`src/rtl/fb_draw_scheduler.sv`:
```
// fb_draw_scheduler: frame-buffer write scheduler for the 160x120 12-bit path.
// Each frame clears the buffer to BG_COLOR (one pixel per cycle). It then
// round-robins the single write port between two drawing clients until both
// report done, and idles until the next frame start.
// Optional build macro FB_SCHED_VSYNC_EN: frames start on the synchronised
// rising edge of the vsync port instead of the internal FRAME_CYCLES timebase.
module fb_draw_scheduler #(
   parameter int          W            = 160,
   parameter int          H            = 120,
   parameter int          FRAME_CYCLES = 10000000,
   parameter logic [11:0] BG_COLOR     = 12'h000
) (
   input  logic        clk,
   input  logic        rst_n,
`ifdef FB_SCHED_VSYNC_EN
   input  logic        vsync,
`endif
   input  logic [1:0]  req,
   input  logic [7:0]  req_x0,
   input  logic [7:0]  req_x1,
   input  logic [7:0]  req_y0,
   input  logic [7:0]  req_y1,
   input  logic [11:0] req_color0,
   input  logic [11:0] req_color1,
   input  logic [1:0]  done,
   output logic [1:0]  ack,
   output logic        wr_en,
   output logic [7:0]  CounterX,
   output logic [7:0]  CounterY,
   output logic [11:0] color,
   output logic [1:0]  phase,
   output logic        frame_start
);

   typedef enum logic [1:0] {
      ST_CLEAR = 2'b00,
      ST_DRAW  = 2'b01,
      ST_WAIT  = 2'b10
   } state_t;

   localparam logic [7:0] X_LAST = 8'(W - 1);
   localparam logic [7:0] Y_LAST = 8'(H - 1);
   localparam logic [8:0] W_LIM  = 9'(W);
   localparam logic [8:0] H_LIM  = 9'(H);

   state_t      r_state;
   logic [7:0]  r_cx;
   logic [7:0]  r_cy;
   logic [1:0]  r_done;
   logic        r_rr;          // 1: client 1 wins the next contended cycle
   logic        r_wr_en;
   logic [7:0]  r_x;
   logic [7:0]  r_y;
   logic [11:0] r_color;
   logic        r_frame_start;

   logic        w_frame_start;
   logic [1:0]  w_gnt;
   logic [7:0]  w_sel_x;
   logic [7:0]  w_sel_y;
   logic [11:0] w_sel_color;
   logic        w_in_range;
   logic        w_done_all;

`ifdef FB_SCHED_VSYNC_EN
   logic r_vs_meta;
   logic r_vs_sync;
   logic r_vs_prev;

   // Two-flop synchroniser for vsync plus a delay flop for rising-edge detect
   always_ff @(posedge clk or negedge rst_n) begin
      if (!rst_n) begin
         r_vs_meta <= 1'b0;
         r_vs_sync <= 1'b0;
         r_vs_prev <= 1'b0;
      end else begin
         // NOTE: non-blocking assignments so each flop samples its pre-edge input.
         r_vs_meta <= vsync;
         r_vs_sync <= r_vs_meta;
         r_vs_prev <= r_vs_sync;
      end
   end

   assign w_frame_start = r_vs_sync & ~r_vs_prev;
`else
   localparam int             CW       = (FRAME_CYCLES > 2) ? $clog2(FRAME_CYCLES) : 1;
   localparam logic [CW-1:0]  CNT_LAST = CW'(FRAME_CYCLES - 1);

   logic [CW-1:0] r_frame_cnt;

   // Free-running frame timebase; wraps to 0 on the frame-start cycle
   always_ff @(posedge clk or negedge rst_n) begin
      if (!rst_n) begin
         r_frame_cnt <= '0;
      end else if (w_frame_start) begin
         r_frame_cnt <= '0;
      end else begin
         r_frame_cnt <= r_frame_cnt + CW'(1);
      end
   end

   assign w_frame_start = (r_frame_cnt == CNT_LAST);
`endif

   // Round-robin grant: only in DRAW, and never on a frame-start cycle
   always_comb begin
      // NOTE: default assignment first so no latch is inferred on any path.
      w_gnt = 2'b00;
      if ((r_state == ST_DRAW) && !w_frame_start) begin
         case (req)
            2'b01:   w_gnt = 2'b01;
            2'b10:   w_gnt = 2'b10;
            2'b11:   w_gnt = r_rr ? 2'b10 : 2'b01;
            default: w_gnt = 2'b00;
         endcase
      end
   end

   assign ack         = w_gnt;
   assign w_sel_x     = w_gnt[1] ? req_x1     : req_x0;
   assign w_sel_y     = w_gnt[1] ? req_y1     : req_y0;
   assign w_sel_color = w_gnt[1] ? req_color1 : req_color0;
   assign w_in_range  = ({1'b0, w_sel_x} < W_LIM) && ({1'b0, w_sel_y} < H_LIM);
   assign w_done_all  = &(r_done | done);

   // Scheduler FSM with registered write port; frame start overrides every state
   always_ff @(posedge clk or negedge rst_n) begin
      if (!rst_n) begin
         r_state       <= ST_CLEAR;
         r_cx          <= 8'd0;
         r_cy          <= 8'd0;
         r_done        <= 2'b00;
         r_rr          <= 1'b0;
         r_wr_en       <= 1'b0;
         r_x           <= 8'd0;
         r_y           <= 8'd0;
         r_color       <= 12'd0;
         r_frame_start <= 1'b0;
      end else begin
         r_frame_start <= w_frame_start;
         r_wr_en       <= 1'b0;
         if (w_frame_start) begin
            r_state <= ST_CLEAR;
            r_cx    <= 8'd0;
            r_cy    <= 8'd0;
            r_done  <= 2'b00;
         end else begin
            case (r_state)
               ST_CLEAR: begin
                  r_wr_en <= 1'b1;
                  r_x     <= r_cx;
                  r_y     <= r_cy;
                  r_color <= BG_COLOR;
                  if (r_cx == X_LAST) begin
                     r_cx <= 8'd0;
                     if (r_cy == Y_LAST) begin
                        r_cy    <= 8'd0;
                        r_state <= ST_DRAW;
                     end else begin
                        r_cy <= r_cy + 8'd1;
                     end
                  end else begin
                     r_cx <= r_cx + 8'd1;
                  end
               end
               ST_DRAW: begin
                  if (|w_gnt) begin
                     // Off-screen requests are consumed but never written
                     r_wr_en <= w_in_range;
                     r_x     <= w_sel_x;
                     r_y     <= w_sel_y;
                     r_color <= w_sel_color;
                     r_rr    <= w_gnt[0];
                  end
                  r_done <= r_done | done;
                  if (w_done_all) begin
                     r_state <= ST_WAIT;
                  end
               end
               ST_WAIT: begin
                  r_state <= ST_WAIT;
               end
               default: begin
                  r_state <= ST_CLEAR;
               end
            endcase
         end
      end
   end

   assign wr_en       = r_wr_en;
   assign CounterX    = r_x;
   assign CounterY    = r_y;
   assign color       = r_color;
   assign phase       = r_state;
   assign frame_start = r_frame_start;

endmodule

```
`config.mk`:
```
export PLATFORM = sky130hd
export DESIGN_NAME = fb_draw_scheduler
export DESIGN_NICKNAME = d
export VERILOG_FILES = /design/src/rtl/fb_draw_scheduler.sv
export SDC_FILE = /design/constraint.sdc
export NUM_CORES = 1
export LEC_CHECK = 0
export ABC_AREA = 1
export BUFFER_PORTS_ARGS = -buffer_cell sky130_fd_sc_hd__buf_2
export CAP_MARGIN = 10
export CORE_MARGIN = 2
export CORE_UTILIZATION = 30
export DETAILED_ROUTE_END_ITERATION = 16
export PLACE_DENSITY = 0.52
export SETUP_SLACK_MARGIN = 0.05
export SLEW_MARGIN = 15
export SYNTH_ARGS = -nofsm -noshare
export SYNTH_HDL_FRONTEND = slang
export SYNTH_SLANG_ARGS = --single-unit
```
`constraint.sdc`:
```
create_clock -name clk -period 3.76 [get_ports clk]
set_input_delay 0.188 -clock clk [delete_from_list [all_inputs] [get_ports clk]]
set_output_delay 0.188 -clock clk [all_outputs]
set_load 0.03 [all_outputs]
```
# [Yosys cells after proc, flatten, opt, wreduce, memory -nomap -nowiden]
# Cells that the tools add are included.
# Widths: inputs -> output; s select.
[totals] regBits=75 elab_cells=74
[op_classes] n_addsub=3 magnitude_cmp=2 eq_ne=12 muxes=30 n_bitwise=2 reduce_logical=14
[op_table] op="$mux 8" n=11
[op_table] op="$pmux 8 s2" n=2
[op_table] op="$add 24x1->24 const B" n=1
[op_table] op="$eq 24x24->1 const B" n=1
[op_table] op="$mux 12" n=2
[op_table] op="$mux 24" n=1
[op_table] op="$pmux 12 s2" n=1
[op_table] op="$add 8x1->8 const B" n=2
[op_table] op="$mux 2" n=8
[op_table] op="$pmux 2 s3" n=2
[op_table] op="$ne 3x3->1 const B" n=3
[op_table] op="$reduce_and 3->1" n=3
[op_table] op="$eq 8x7->1 const B" n=1
[op_table] op="$eq 8x8->1 const B" n=1
[op_table] op="$lt 8x7->1 const B" n=1
[op_table] op="$lt 8x8->1 const B" n=1
[op_table] op="$reduce_bool 2->1" n=4
[op_table] op="$eq 2x2->1 const B" n=3
[op_table] op="$eq 2x1->1 const B" n=2
[op_table] op="$reduce_and 2->1" n=2
[op_table] op="$logic_and 1x1->1" n=2
[op_table] op="$logic_not 2->1" n=1
[op_table] op="$mux 1" n=2
[op_table] op="$ne 2x1->1 const B" n=1
[op_table] op="5 further kinds" n=5

# [Longest topological paths before layout]
# Gate-level depths: netlist of run 1.
[depth] ltp_word=10 mapped_depth=14 depth_no_buf=13

# [Least setup slack after synthesis of run 1]
# OpenSTA, ideal clock, no wires.
[synth_timing] path_type="flip-flop to flip-flop" startpoint="reg r_frame_cnt[0]" endpoint="reg r_x[1] (netlist: CounterX[1])" setup_time_ns=0.124 t_arrival_ns=1.807 required_time_ns=3.636 slack_ns=1.829 stages_incl_launch_ff=13 n_path_buf=1 synth_period_minus_slack_ns=1.931 path_cell_list="dfrtp_1 -> ha_1 -> nand3_2 -> nor2_1 -> nand3_4 -> nand2_2 -> nor2_2 -> inv_2 -> nand2_2 -> nor2_4 -> buf_6 -> nor2_1 -> a21oi_2"
[synth_between] elab_chain_cells=7
[synth_rtl] item="start, declared" line_no="89" text="logic [CW-1:0] r_frame_cnt;"
[synth_rtl] item="start signal, assigned" line_no="98" text="r_frame_cnt <= r_frame_cnt + CW'(1);"
[synth_rtl] item="$eq 24x24->1" line_no="102" text="assign w_frame_start = (r_frame_cnt == CNT_LAST);"
[synth_rtl] item="$logic_not 1->1" line_no="109" text="if ((r_state == ST_DRAW) && !w_frame_start) begin"
[synth_rtl] item="$logic_and 1x1->1" line_no="109"
[synth_rtl] item="$mux 2" line_no="109"
[synth_rtl] item="via ack[0]" line_no="26" text="output logic [1:0] ack,"
[synth_rtl] item="$reduce_or 2->1" line_no="167" text="if (|w_gnt) begin"
[synth_rtl] item="$ne 2x1->1 (no source line)"
[synth_rtl] item="$reduce_and 3->1 (no source line)"
[synth_rtl] item="end signal, assigned" line_no="151" text="r_x <= r_cx;"
[synth_rtl] item="end signal, assigned" line_no="170" text="r_x <= w_sel_x;"
[synth_rtl] item="end, declared" line_no="52" text="logic [7:0] r_x;"
# The timed path passes the listed nets, and every way through them passes these cells. The select of a mux whose other input is x is not followed.
# A chain may end at the register's enable or synchronous reset.

# [Worst setup path in the final report of run 1]
[layout_timing] startpoint="reg r_frame_cnt[0]" endpoint="reg r_y[0] (netlist: CounterY[0])"
[layout_between] elab_chain_cells=7
[layout_rtl] item="$eq 24x24->1 (*)" line_no="102"
[layout_rtl] item="$logic_not 1->1" line_no="109"
[layout_rtl] item="$logic_and 1x1->1" line_no="109"
[layout_rtl] item="$mux 2" line_no="109"
[layout_rtl] item="$mux 8 or $reduce_or 2->1 (tied branches)" line_no="121, 167"
[layout_rtl] item="$mux 8 or $ne 2x1->1 (tied branches)"
[layout_rtl] item="$pmux 8 s2 or $reduce_and 3->1 (tied branches)"
[layout_rtl] item="end signal, assigned" line_no="152" text="r_y <= r_cy;"
[layout_rtl] item="end signal, assigned" line_no="171" text="r_y <= w_sel_y;"
[layout_rtl] item="end, declared" line_no="53" text="logic [7:0] r_y;"
# Mark *: on every way between the ends. The rest lies on a longest branch, timed or not. The select of a mux whose other input is x is not followed.

==> results of run 1 <==
-- routing by layer --
layer  vias up  global-route usage  share of wire
met5         -                   0              0
met4         0              0.0618          0.016
met3        13              0.0318          0.059
met2        89               0.253           0.45
met1      1874               0.208           0.47
li1       2043                   -              -
-- per-stage QoR --
step | cells | total power, uW
2_1_floorplan | 584 | 841
4_1_cts | 860 | 2040
6_report | 860 | 2020
5_1_grt | 860 | 2090
3_3_place_gp | 844 | 893
3_5_place_dp | 844 | 894
-- Yosys cell counts, drive strengths merged --
cell / instances / area share
nor2: 75 / 0.070
xnor2: 2 / 0.0041
nand3: 16 / 0.024
clkbuf: 4 / 0.0035
o21a: 1 / 0.0018
nand2: 139 / 0.12
a211oi: 2 / 0.0035
o211ai: 3 / 0.0053
ha: 5 / 0.015
nand4: 20 / 0.029
or2: 3 / 0.0044
a31oi: 1 / 0.0015
inv: 100 / 0.088
nor3b: 1 / 0.0018
nor4: 8 / 0.012
and3: 1 / 0.0015
clkinv: 2 / 0.0018
dfrtp: 75 / 0.44
xor2: 13 / 0.027
o21ai: 55 / 0.065
buf: 13 / 0.019
a21oi: 24 / 0.029
o22ai: 8 / 0.012
a21o: 1 / 0.0018
nor3: 12 / 0.014
-- layout make-up --
cell class	instances	area share
flip-flops and latches	75	0.356
inverters	102	0.0726
clock buffers	9	0.0427
well taps	180	0.0427
multi-input cells	390	0.362
clock inverters	7	0.0311
repair buffers	97	0.0935
-- how the worst max path moves through the flow --
stage / to / depth (start not counted) / slack (ns) / from
floorplan: CounterX[1]$_DFFE_PN0P_ / 12 / 1.83 / r_frame_cnt[0]$_DFF_PN0_
global placement: CounterX[1]$_DFFE_PN0P_ / 10 / 1.08 / r_frame_cnt[0]$_DFF_PN0_
detailed placement: CounterY[0]$_DFFE_PN0P_ / 10 / 0.93 / r_frame_cnt[0]$_DFF_PN0_
CTS: CounterX[1]$_DFFE_PN0P_ / 10 / 0.93 / r_frame_cnt[0]$_DFF_PN0_
global route: color[8]$_DFFE_PN0P_ / 10 / 0.68 / r_frame_cnt[0]$_DFF_PN0_
finish: CounterY[0]$_DFFE_PN0P_ / 10 / 0.96 / r_frame_cnt[0]$_DFF_PN0_
-- worst max-delay path: stages (launching register included) --
cell and delay, ns:
dfrtp_1 0.37, ha_1 0.23, nand3_2 0.14, nor2_1 0.22, nand3_4 0.32, nand3_2 0.18
buf_4 0.31, nand2_2 0.11, nor2_4 0.57, nor2_1 0.10, a21oi_1 0.16
-- power by group through the flow --
stage                     Clock (uW)  Combinational [uW]  Sequential, uW
final                           1140                70.2             807
after global routing            1200                80.7             806
after CTS                       1170                72.3             807
after detailed placement           0                71.7             822
after global placement             0                71.5             822
after floorplan                    0                18.5             822
-- registers in the layout, indices dropped and copies added (netlist names) --
signal       count
r_done           2
color           12
CounterY         8
frame_start      1
r_frame_cnt     24
wr_en            1
r_rr             1
r_cy             8
phase            2
CounterX         8
r_cx             8
-- kinds of logic after synthesis --
logic type	Yosys count	synth area share
fa+ha+maj	5	0.0147
buf+inv	119	0.112
flops	75	0.440
simple gates	275	0.282
compound gates	95	0.120
xor+xnor	15	0.0308
==> run summary, run 1 <==
Endpoints failing setup: 0
Initial Util: 0.307
Cells after Synth: 584
# IOs: 96
CTS Buf Count: 9
Root buffer cell: clkbuf_16
DRC viols: 0
Layout cells sized above 1: 0.197
Commonest cells after routing, fill and taps aside: 135 x nand2_1, 96 x inv_1, 94 x buf_2, 75 x dfrtp_1, 70 x nor2_1
1st-pass router iterations: 5
Max Cap Viol: 0
Synth Area per Inst: 7.30 um^2
Syn-to-layout area delta: 23.8%
CTS Sinks: 75
Worst r2r src: r_frame_cnt[0]$_DFF_PN0_
Highest clock rate: 357 MHz
Cts repair resizes: 0
Peak supply drop: 0.174 mV
Multi-input gate area in the final layout: 0.00191 mm^2
GP Congestion: 0.854
HP Class: in -> async
Final period util: 0.744
Hpwl dp: 8.44 mm
Worst Setup End Kind: flop
Worst-Skew Late Latency: 0.34 ns
Layout Cell Area excl Fill: 0.00527 mm^2
P_int: 1620 uW
Clock buffer depth: 2
Comb power frac: 0.035
Fillers: 1492
Setup Skew: 0.00720 ns
Final Util: 0.380
P per Cell Area: 383 mW/mm^2
Nature of the critical path startpoint: flop
Final wirelength: 11.4 mm
PortBufs: 95
Seq pwr share: 0.400
Total grt overflow: 0
Drt wl/cell: 13.2 um
CTS tree: yes
R2R cell count: 10
Arr. time, crit path: 3.06 ns
ANT nets after route: 0
Die H: 123 um
Initial DRC Count: 268
Net Sw Frac: 0.197
Post-CTS Hold Buffers: 0
Hold WS: 0.00167 ns
Outcome: complete, no violations
Mapped Nets: 651
RR Endpoint: CounterY[0]$_DFFE_PN0P_
Max FO, Critical Path: 34
Crit Path Class: reg -> reg
Initial antenna violation count: 0
Lkg Pwr: 0.00283 uW
Pin count of the biggest net entering global routing: 76
YS warnings: 0
Slew headroom: 0.356
Worst Path Required: 4.02 ns
Die area: 0.0152 mm^2
Most common cell after layout, fill and taps aside: nand2_1
Final WS setup: 0.961 ns
Netlist Area Pre-Place: 0.00426 mm^2
Row count: 43
Die W: 123 um
Fin. max-slew vios: 0
Via/cell ratio: 4.67
Core area: 0.0139 mm^2
R2R setup slack: 0.96 ns
Post-CTS Setup Bufs: 0
Clock power frac: 0.565
RSZ-0062 raised after global routing: no
DP Area: 0.00488 mm^2
Vias in the first global route: 3829
Seq. cell area: 0.00188 mm^2
Post-synthesis sequential element count: 75
First-pass GRT wire length: 18.7 mm
Worst slew pin tran: 0.967 ns
Clk slew on worst S/H paths: 0.06 ns
Via count: 4019
Nets: 742
GRT Total Usage: 0.157
Antenna Cells: 0
DP Worst Slack: 0.930 ns
Final Hold Viols: 0
Setup TNS: 0 ns
Switching power: 397 uW
Count of different cell masters after synthesis: 37
Min Clock Period, post-route: 2.80 ns
Seq/Total Area, Yosys: 0.440
CTS H-tree depth: 3
Note: power is estimated with default switching activity, not from simulation.
==> inputs of run 2 (changes only) <==
ABC_AREA = 0   (was 1)
PLACE_DENSITY = 0.53   (was 0.52)
clock period = 2.75 ns   (was 3.76 ns; I/O delays follow)
==> run 2 against run 1 <==
The run now ends with hold timing left; final cell count fell by 18%; synthesized cell count fell by 26%; clock power barely moved; total power rose by 18%; first-iteration DRC count fell by 24%; critical path type unchanged; highest routed layer unchanged.
==> run summary, run 2 <==
Row count: 42 (-2.3%)
Root buffer cell: clkbuf_16
Die W: 121 um (-1.5%)
Worst path bufs/invs: 1 (unchanged)
DP Area: 0.00479 mm^2 (-1.8%)
Final period util: 0.871 (+0.127)
Synth top area cells: dfrtp_1 45%, nor2_1 5.8%, nand2_1 5.5%
Inst Count DP: 692 (-18%)
Clock buffer depth: 2 (unchanged)
CTS Buf Count: 9 (unchanged)
Hold WS: -0.0371 ns (-0.0388 ns)
Syn-to-layout area delta: 23.3%
Worst Setup End Kind: flop
Setup Skew: 0.00452 ns (-0.00268 ns)
Worst-Skew Late Latency: 0.33 ns (about the same)
Asr flop ratio synth: 1.00 (unchanged)
RSZ-0062 raised after global routing: no
Endpoints failing setup: 0 (unchanged)
Lkg Pwr: 0.00250 uW (-11%)
First-pass GRT wire length: 17.6 mm (-5.6%)
Max FO, Critical Path: 38 (+12%)
Pin count of the biggest net entering global routing: 76 (unchanged)
Cells after Synth: 435 (-26%)
Worst slew pin tran: 0.964 ns (-0.00247 ns)
Initial antenna violation count: 0 (unchanged)
Die H: 121 um (-1.5%)
CTS tree: yes
GRT Total Usage: 0.153 (-0.00402)
Via count: 3542 (-12%)
P per Cell Area: 469 mW/mm^2 (+23%)
Core area: 0.0133 mm^2 (-3.8%)
ANT nets after route: 0 (unchanged)
Post-synthesis sequential element count: 75 (unchanged)
Antenna Cells: 0 (unchanged)
Most common library cells after synthesis: 75 x dfrtp_1, 64 x nor2_1, 61 x nand2_1, 21 x inv_1, 19 x mux2i_1
Commonest cells after routing, fill and taps aside: 94 x buf_2, 75 x dfrtp_1, 64 x nor2_1, 61 x nand2_1, 21 x inv_1
Post-CTS Hold Buffers: 0 (unchanged)
Final wirelength: 10.8 mm (-4.8%)
Slowest library cell on the worst path: or4_4
Worst Path Required: 2.96 ns (-1.06 ns)
Final Hold Viols: 73 (+73)
# IOs: 96 (unchanged)
PortBufs: 95 (unchanged)
Nature of the critical path startpoint: flop
Top reg by flops: r_frame_cnt
Initial DRC Count: 203 (-24%)
Peak supply drop: 0.340 mV (+95%)
Most common cell after layout, fill and taps aside: buf_2
Design Power: 2390 uW (+18%)
Post-synth EDFFs: 0 (unchanged)
Outcome: finished with violations
Nets: 594 (-20%)
Highest clock rate: 417 MHz (+17%)
Hpwl dp: 7.86 mm (-6.8%)
CP delay by family, top: simple AND/OR/NAND/NOR gates
Layout Cell Area excl Fill: 0.00510 mm^2 (-3.4%)
Vias in the first global route: 3442 (-10%)
Synth Area per Inst: 9.50 um^2 (+30%)
Arr. time, crit path: 2.61 ns (-0.45 ns)
Fin. max-slew vios: 0 (unchanged)
Max reg flops: 24 (unchanged)
Seq/Total Area, Yosys: 0.454 (+0.0137)
Max Cap Viol: 0 (unchanged)
Via/cell ratio: 5.00 (+7.1%)
GP Congestion: 0.815 (-4.6%)
Min Clock Period, post-route: 2.40 ns (-0.403 ns)
Final Util: 0.382 (+0.00186)
Violated checks: hold timing
Crit-path max cell delay: 0.62 ns (+0.05 ns)
CP cell instances: ha_1 -> nand3_2 -> or4_4 -> nor2_4 -> buf_12 -> nor2_1 -> a211o_1
Fin cells: 708 (-18%)
HP Class: in -> async
Fillers: 1349 (-9.6%)
CTS H-tree depth: 3 (unchanged)
Share of the synthesized area in the top cell type: 0.454 (+0.0137)
CTS Sinks: 75 (unchanged)
Slew headroom: 0.357 (+0.00165)
Total grt overflow: 0 (unchanged)
1st-pass router iterations: 4 (-1)
Die area: 0.0147 mm^2 (-2.9%)
Setup TNS: 0 ns (unchanged)
Clk slew on worst S/H paths: 0.06 ns (about the same)
Most numerous cell in the Yosys netlist: dfrtp_1
Netlist Area Pre-Place: 0.00413 mm^2 (-3.0%)
Crit Path Class: reg -> reg
YS warnings: 0 (unchanged)
Initial Util: 0.310 (+0.00260)
DRC viols: 0 (unchanged)
Drt wl/cell: 15.3 um (+16%)
Post-synth top area cell: dfrtp_1
Mapped Nets: 502 (-23%)
Ys flop type: dfrtp_1
Layout cells sized above 1: 0.254 (+0.0567)
Count of different cell masters after synthesis: 54 (+46%)
==> run 2: cell count changes in the layout (fill, tap and decap cells not counted), sizes merged, moves of 10 or more <==
| cell | previous run | this run |
|---|---|---|
| inv | 100 | 21 |
| nor2 | 75 | 65 |
| o31ai | 0 | 13 |
| mux2i | 0 | 19 |
| nand4 | 20 | 7 |
| o21ai | 55 | 8 |
| xnor2 | 2 | 12 |
| nand2 | 139 | 61 |
| o221ai | 0 | 16 |
| a22o | 0 | 16 |
| a21oi | 24 | 6 |
==> run 2: final timing paths <==
path                                     startpoint               endpoint  slack [ns]  cells past startpoint
max                        r_frame_cnt[0]$_DFF_PN0_    r_cx[3]$_DFFE_PN0P_        0.35                      7
min                                           rst_n   phase[1]$_DFFE_PN0P_       -0.04                      1
max reg2reg                r_frame_cnt[0]$_DFF_PN0_    r_cx[3]$_DFFE_PN0P_        0.35                      7
min reg2reg                    color[0]$_DFFE_PN0P_   color[0]$_DFFE_PN0P_        0.47                      2
max in group asynchronous                     rst_n   color[0]$_DFFE_PN0P_        2.17                      1
min in group clk                            done[1]  r_done[1]$_DFFE_PN0P_        0.07                      3
==> run 2: layer usage <==
layer,global-route usage,part of all wire,vias up
li1,-,-,1731
met1,0.210,0.47,1716
met2,0.240,0.46,87
met3,0.0268,0.053,8
met4,0.0603,0.015,0
met5,0,0,-
==> run 2: repair_timing <==
item | 4_1_cts | 5_1_grt
hold endpoints to repair | 0 | 0
buffers inserted | 0 | 0
resized for setup | 0 | 1
setup endpoints to repair | 0 | 2
==> run 2: area by class of cell <==
type	count	area, um^2	area share
Timing Repair Buffer	102	543	0.107
Inverter	21	78.8	0.0155
Clock buffer	11	243	0.0476
Tap cell	176	220	0.0432
Multi-Input combinational cell	318	2080	0.409
Sequential cell	75	1880	0.368
Clock inverter	5	52.6	0.0103
==> run 2: report_power, final <==
| part | internal [uW] | switching, uW | total (uW) |
|---|---|---|---|
| Sequential | 1100 | 0 | 1100 |
| Clock | 722 | 444 | 1170 |
| Combinational | 49.5 | 70.8 | 120 |
| Total | 1880 | 515 | 2390 |
==> run 2: per-stage QoR <==
stage | hold WS, ns | setup WS [ns]
global placement | 0.366 | 0.424
detailed placement | 0.364 | 0.361
finish | -0.0371 | 0.354
global route | 0.0529 | 0.162
CTS | 0.0122 | 0.201
floorplan | -0.158 | 0.714
==> run 2: cells by family after synthesis <==
logic type,count (synthesis),synth area share
DFF,75,0.454
adders and majority gates,5,0.0151
and+or+nand+nor,193,0.226
buffers and inverters,42,0.0463
AOI/OAI and AO/OA,77,0.162
xor gates and xnor gates,24,0.0509
muxes,19,0.0460
==> run 2: worst reg2reg max path: cells and delay by family (launching register included) <==
kind / cells / cell delay (ns)
fa+ha+maj: 1 / 0.21
simple gates: 4 / 1.11
flops: 1 / 0.38
buf+inv: 1 / 0.25
compound gates: 1 / 0.32
==> inputs of run 3 (changes only) <==
MAX_ROUTING_LAYER = met4   (was default)
==> run 3 against run 2 <==
The run still ends with hold timing left; first-iteration DRC count up 26%; clock skew about the same; setup slack worse by 0.0050 ns; combinational power about the same; via count up 0.42%; hold slack better by 0.0042 ns; utilization unchanged; total power up 0.12%; sequential cell count unchanged.
==> run summary, run 3 (synthesis results as in run 2) <==
Drt wl/cell: 15.3 um (about the same)
DRC viols: 0 (unchanged)
Core area: 0.0133 mm^2 (unchanged)
Clock buffer depth: 2 (unchanged)
Worst Path Required: 2.96 ns (about the same)
Setup Skew: 0.00452 ns (-0.00000208 ns)
R2R cell count: 7 (unchanged)
PortBufs: 95 (unchanged)
CP delay by family, top: simple AND/OR/NAND/NOR gates
CTS Sinks: 75 (unchanged)
Pin count of the biggest net entering global routing: 76 (unchanged)
GP Congestion: 0.827 (+1.5%)
Peak supply drop: 0.340 mV (about the same)
Via count: 3557 (+0.42%)
Crit Path Class: reg -> reg
Slowest library cell on the worst path: or4_4
Arr. time, crit path: 2.61 ns (about the same)
Highest clock rate: 417 MHz (-0.21%)
Final Hold Viols: 71 (-2.7%)
Top reg by flops: r_frame_cnt
Initial DRC Count: 255 (+26%)
Total grt overflow: 0 (unchanged)
Grt met2 use: 0.241 (+0.000702)
Busiest layer in global routing: met2
Switching power: 518 uW (+0.54%)
Setup TNS: 0 ns (unchanged)
First-pass GRT wire length: 17.6 mm (-0.12%)
RSZ-0062 raised after global routing: no
ANT nets after route: 0 (unchanged)
Die H: 121 um (unchanged)
P_int: 1880 uW (about the same)
Clk slew on worst S/H paths: 0.06 ns (about the same)
Worst Setup End Kind: flop
Max Cap Viol: 0 (unchanged)
GR Util met1: 0.211 (+0.000296)
Critical Path End: r_cx[3]$_DFFE_PN0P_
# IOs: 96 (unchanged)
Hpwl dp: 7.86 mm (unchanged)
Endpoints failing setup: 0 (unchanged)
HP Class: in -> async
Nets: 594 (unchanged)
Initial Util: 0.310 (unchanged)
Worst-Skew Late Latency: 0.33 ns (about the same)
Worst slew pin tran: 0.969 ns (+0.00527 ns)
CP cell instances: ha_1 -> nand3_2 -> or4_4 -> nor2_4 -> buf_12 -> nor2_1 -> a211o_1
Via/cell ratio: 5.02 (+0.42%)
Seq pwr share: 0.461 (about the same)
Die W: 121 um (unchanged)
1st-pass router iterations: 5 (+1)
CTS Buf Count: 9 (unchanged)
Antenna Cells: 0 (unchanged)
Lkg Pwr: 0.00250 uW (unchanged)
Die area: 0.0147 mm^2 (unchanged)
P per Cell Area: 470 mW/mm^2 (+0.12%)
Violated checks: hold timing
Final period util: 0.873 (+0.00181)
GRT Total Usage: 0.157 (+0.00397)
Post-CTS Setup Bufs: 0 (unchanged)
Net Sw Frac: 0.216 (+0.000905)
RR Endpoint: r_cx[3]$_DFFE_PN0P_
Crit-path max cell delay: 0.62 ns (about the same)
Setup crit start: r_frame_cnt[0]$_DFF_PN0_
Commonest cells after routing, fill and taps aside: 94 x buf_2, 75 x dfrtp_1, 64 x nor2_1, 61 x nand2_1, 21 x inv_1
Max reg flops: 24 (unchanged)
Row count: 42 (unchanged)
R2R setup slack: 0.35 ns (about the same)
Vias in the first global route: 3448 (+0.17%)
Slew headroom: 0.354 (-0.00351)
CTS tree: yes
Root buffer cell: clkbuf_16
Initial antenna violation count: 0 (unchanged)
CTS H-tree depth: 3 (unchanged)
Syn-to-layout area delta: 23.3% (unchanged)
Outcome: finished with violations
Min Clock Period, post-route: 2.40 ns (+0.00498 ns)
Cell depth of the worst setup path: 7 (unchanged)
Max FO, Critical Path: 38 (unchanged)
Comb power frac: 0.050 (about the same)
Clock power frac: 0.488 (about the same)
Nature of the critical path startpoint: flop
Worst path bufs/invs: 1 (unchanged)
Layout cells sized above 1: 0.254 (unchanged)
GRT met3 Usage: 0.0240 (-0.00282)
Fin. max-slew vios: 0 (unchanged)
Hold WS: -0.0329 ns (+0.00423 ns)
Worst r2r src: r_frame_cnt[0]$_DFF_PN0_
Final wirelength: 10.8 mm (about the same)
Most common cell after layout, fill and taps aside: buf_2
## run 3: how the worst min path moves through the flow
stage               startpoint                       to  cells past startpoint
floorplan                rst_n  CounterX[0]$_DFFE_PN0P_                      0
global placement         rst_n  CounterY[1]$_DFFE_PN0P_                      1
detailed placement       rst_n      r_cy[0]$_DFFE_PN0P_                      1
CTS                      rst_n      r_cy[0]$_DFFE_PN0P_                      1
global route             rst_n      r_cy[1]$_DFFE_PN0P_                      1
finish                   rst_n     phase[1]$_DFFE_PN0P_                      1
## run 3: final cells by class
cell class | count | area, um^2
clock buffer | 11 | 243
clock inverter | 5 | 52.6
fill | 1349 | 8250
tap | 176 | 220
multi-input combinational | 318 | 2080
timing repair buffer | 102 | 543
sequential | 75 | 1880
inverter | 21 | 78.8
## run 3: worst register-to-register path, stage by stage (launching register included)
cell     delay [ns]
dfrtp_1        0.38
ha_1           0.21
nand3_2        0.15
or4_4          0.63
nor2_4         0.23
buf_12         0.25
nor2_1         0.12
a211o_1        0.32
## run 3: routing by layer
metal / up-vias / wire length [um]
li1: 1725 / -
met1: 1730 / 5090
met2: 94 / 5030
met3: 8 / 549
met4: 0 / 159
met5: - / 0
## run 3: per-stage QoR
step	instance area [um^2]	util	total power, uW	std cells	setup slack [ns]
CTS	5090	0.381	2420	708	0.201
floorplan	4130	-	1170	435	0.714
detailed placement	4790	0.359	1250	692	0.361
global route	5100	0.382	2480	708	0.162
finish	5100	0.382	2390	708	0.349
global placement	4790	0.359	1250	692	0.424
## run 3: power by group through the flow
stage	registers (uW)	clock network [uW]	logic [uW]
after floorplan	1120	0	43.4
after global placement	1120	0	123
after detailed placement	1120	0	123
after CTS	1100	1190	124
after global routing	1100	1240	137
final	1100	1170	120
## run 3: what timing repair did
item / in CTS / in global routing
gates resized for setup: 0 / 1
setup endpoints to repair: 0 / 2
hold buffers: 0 / 0
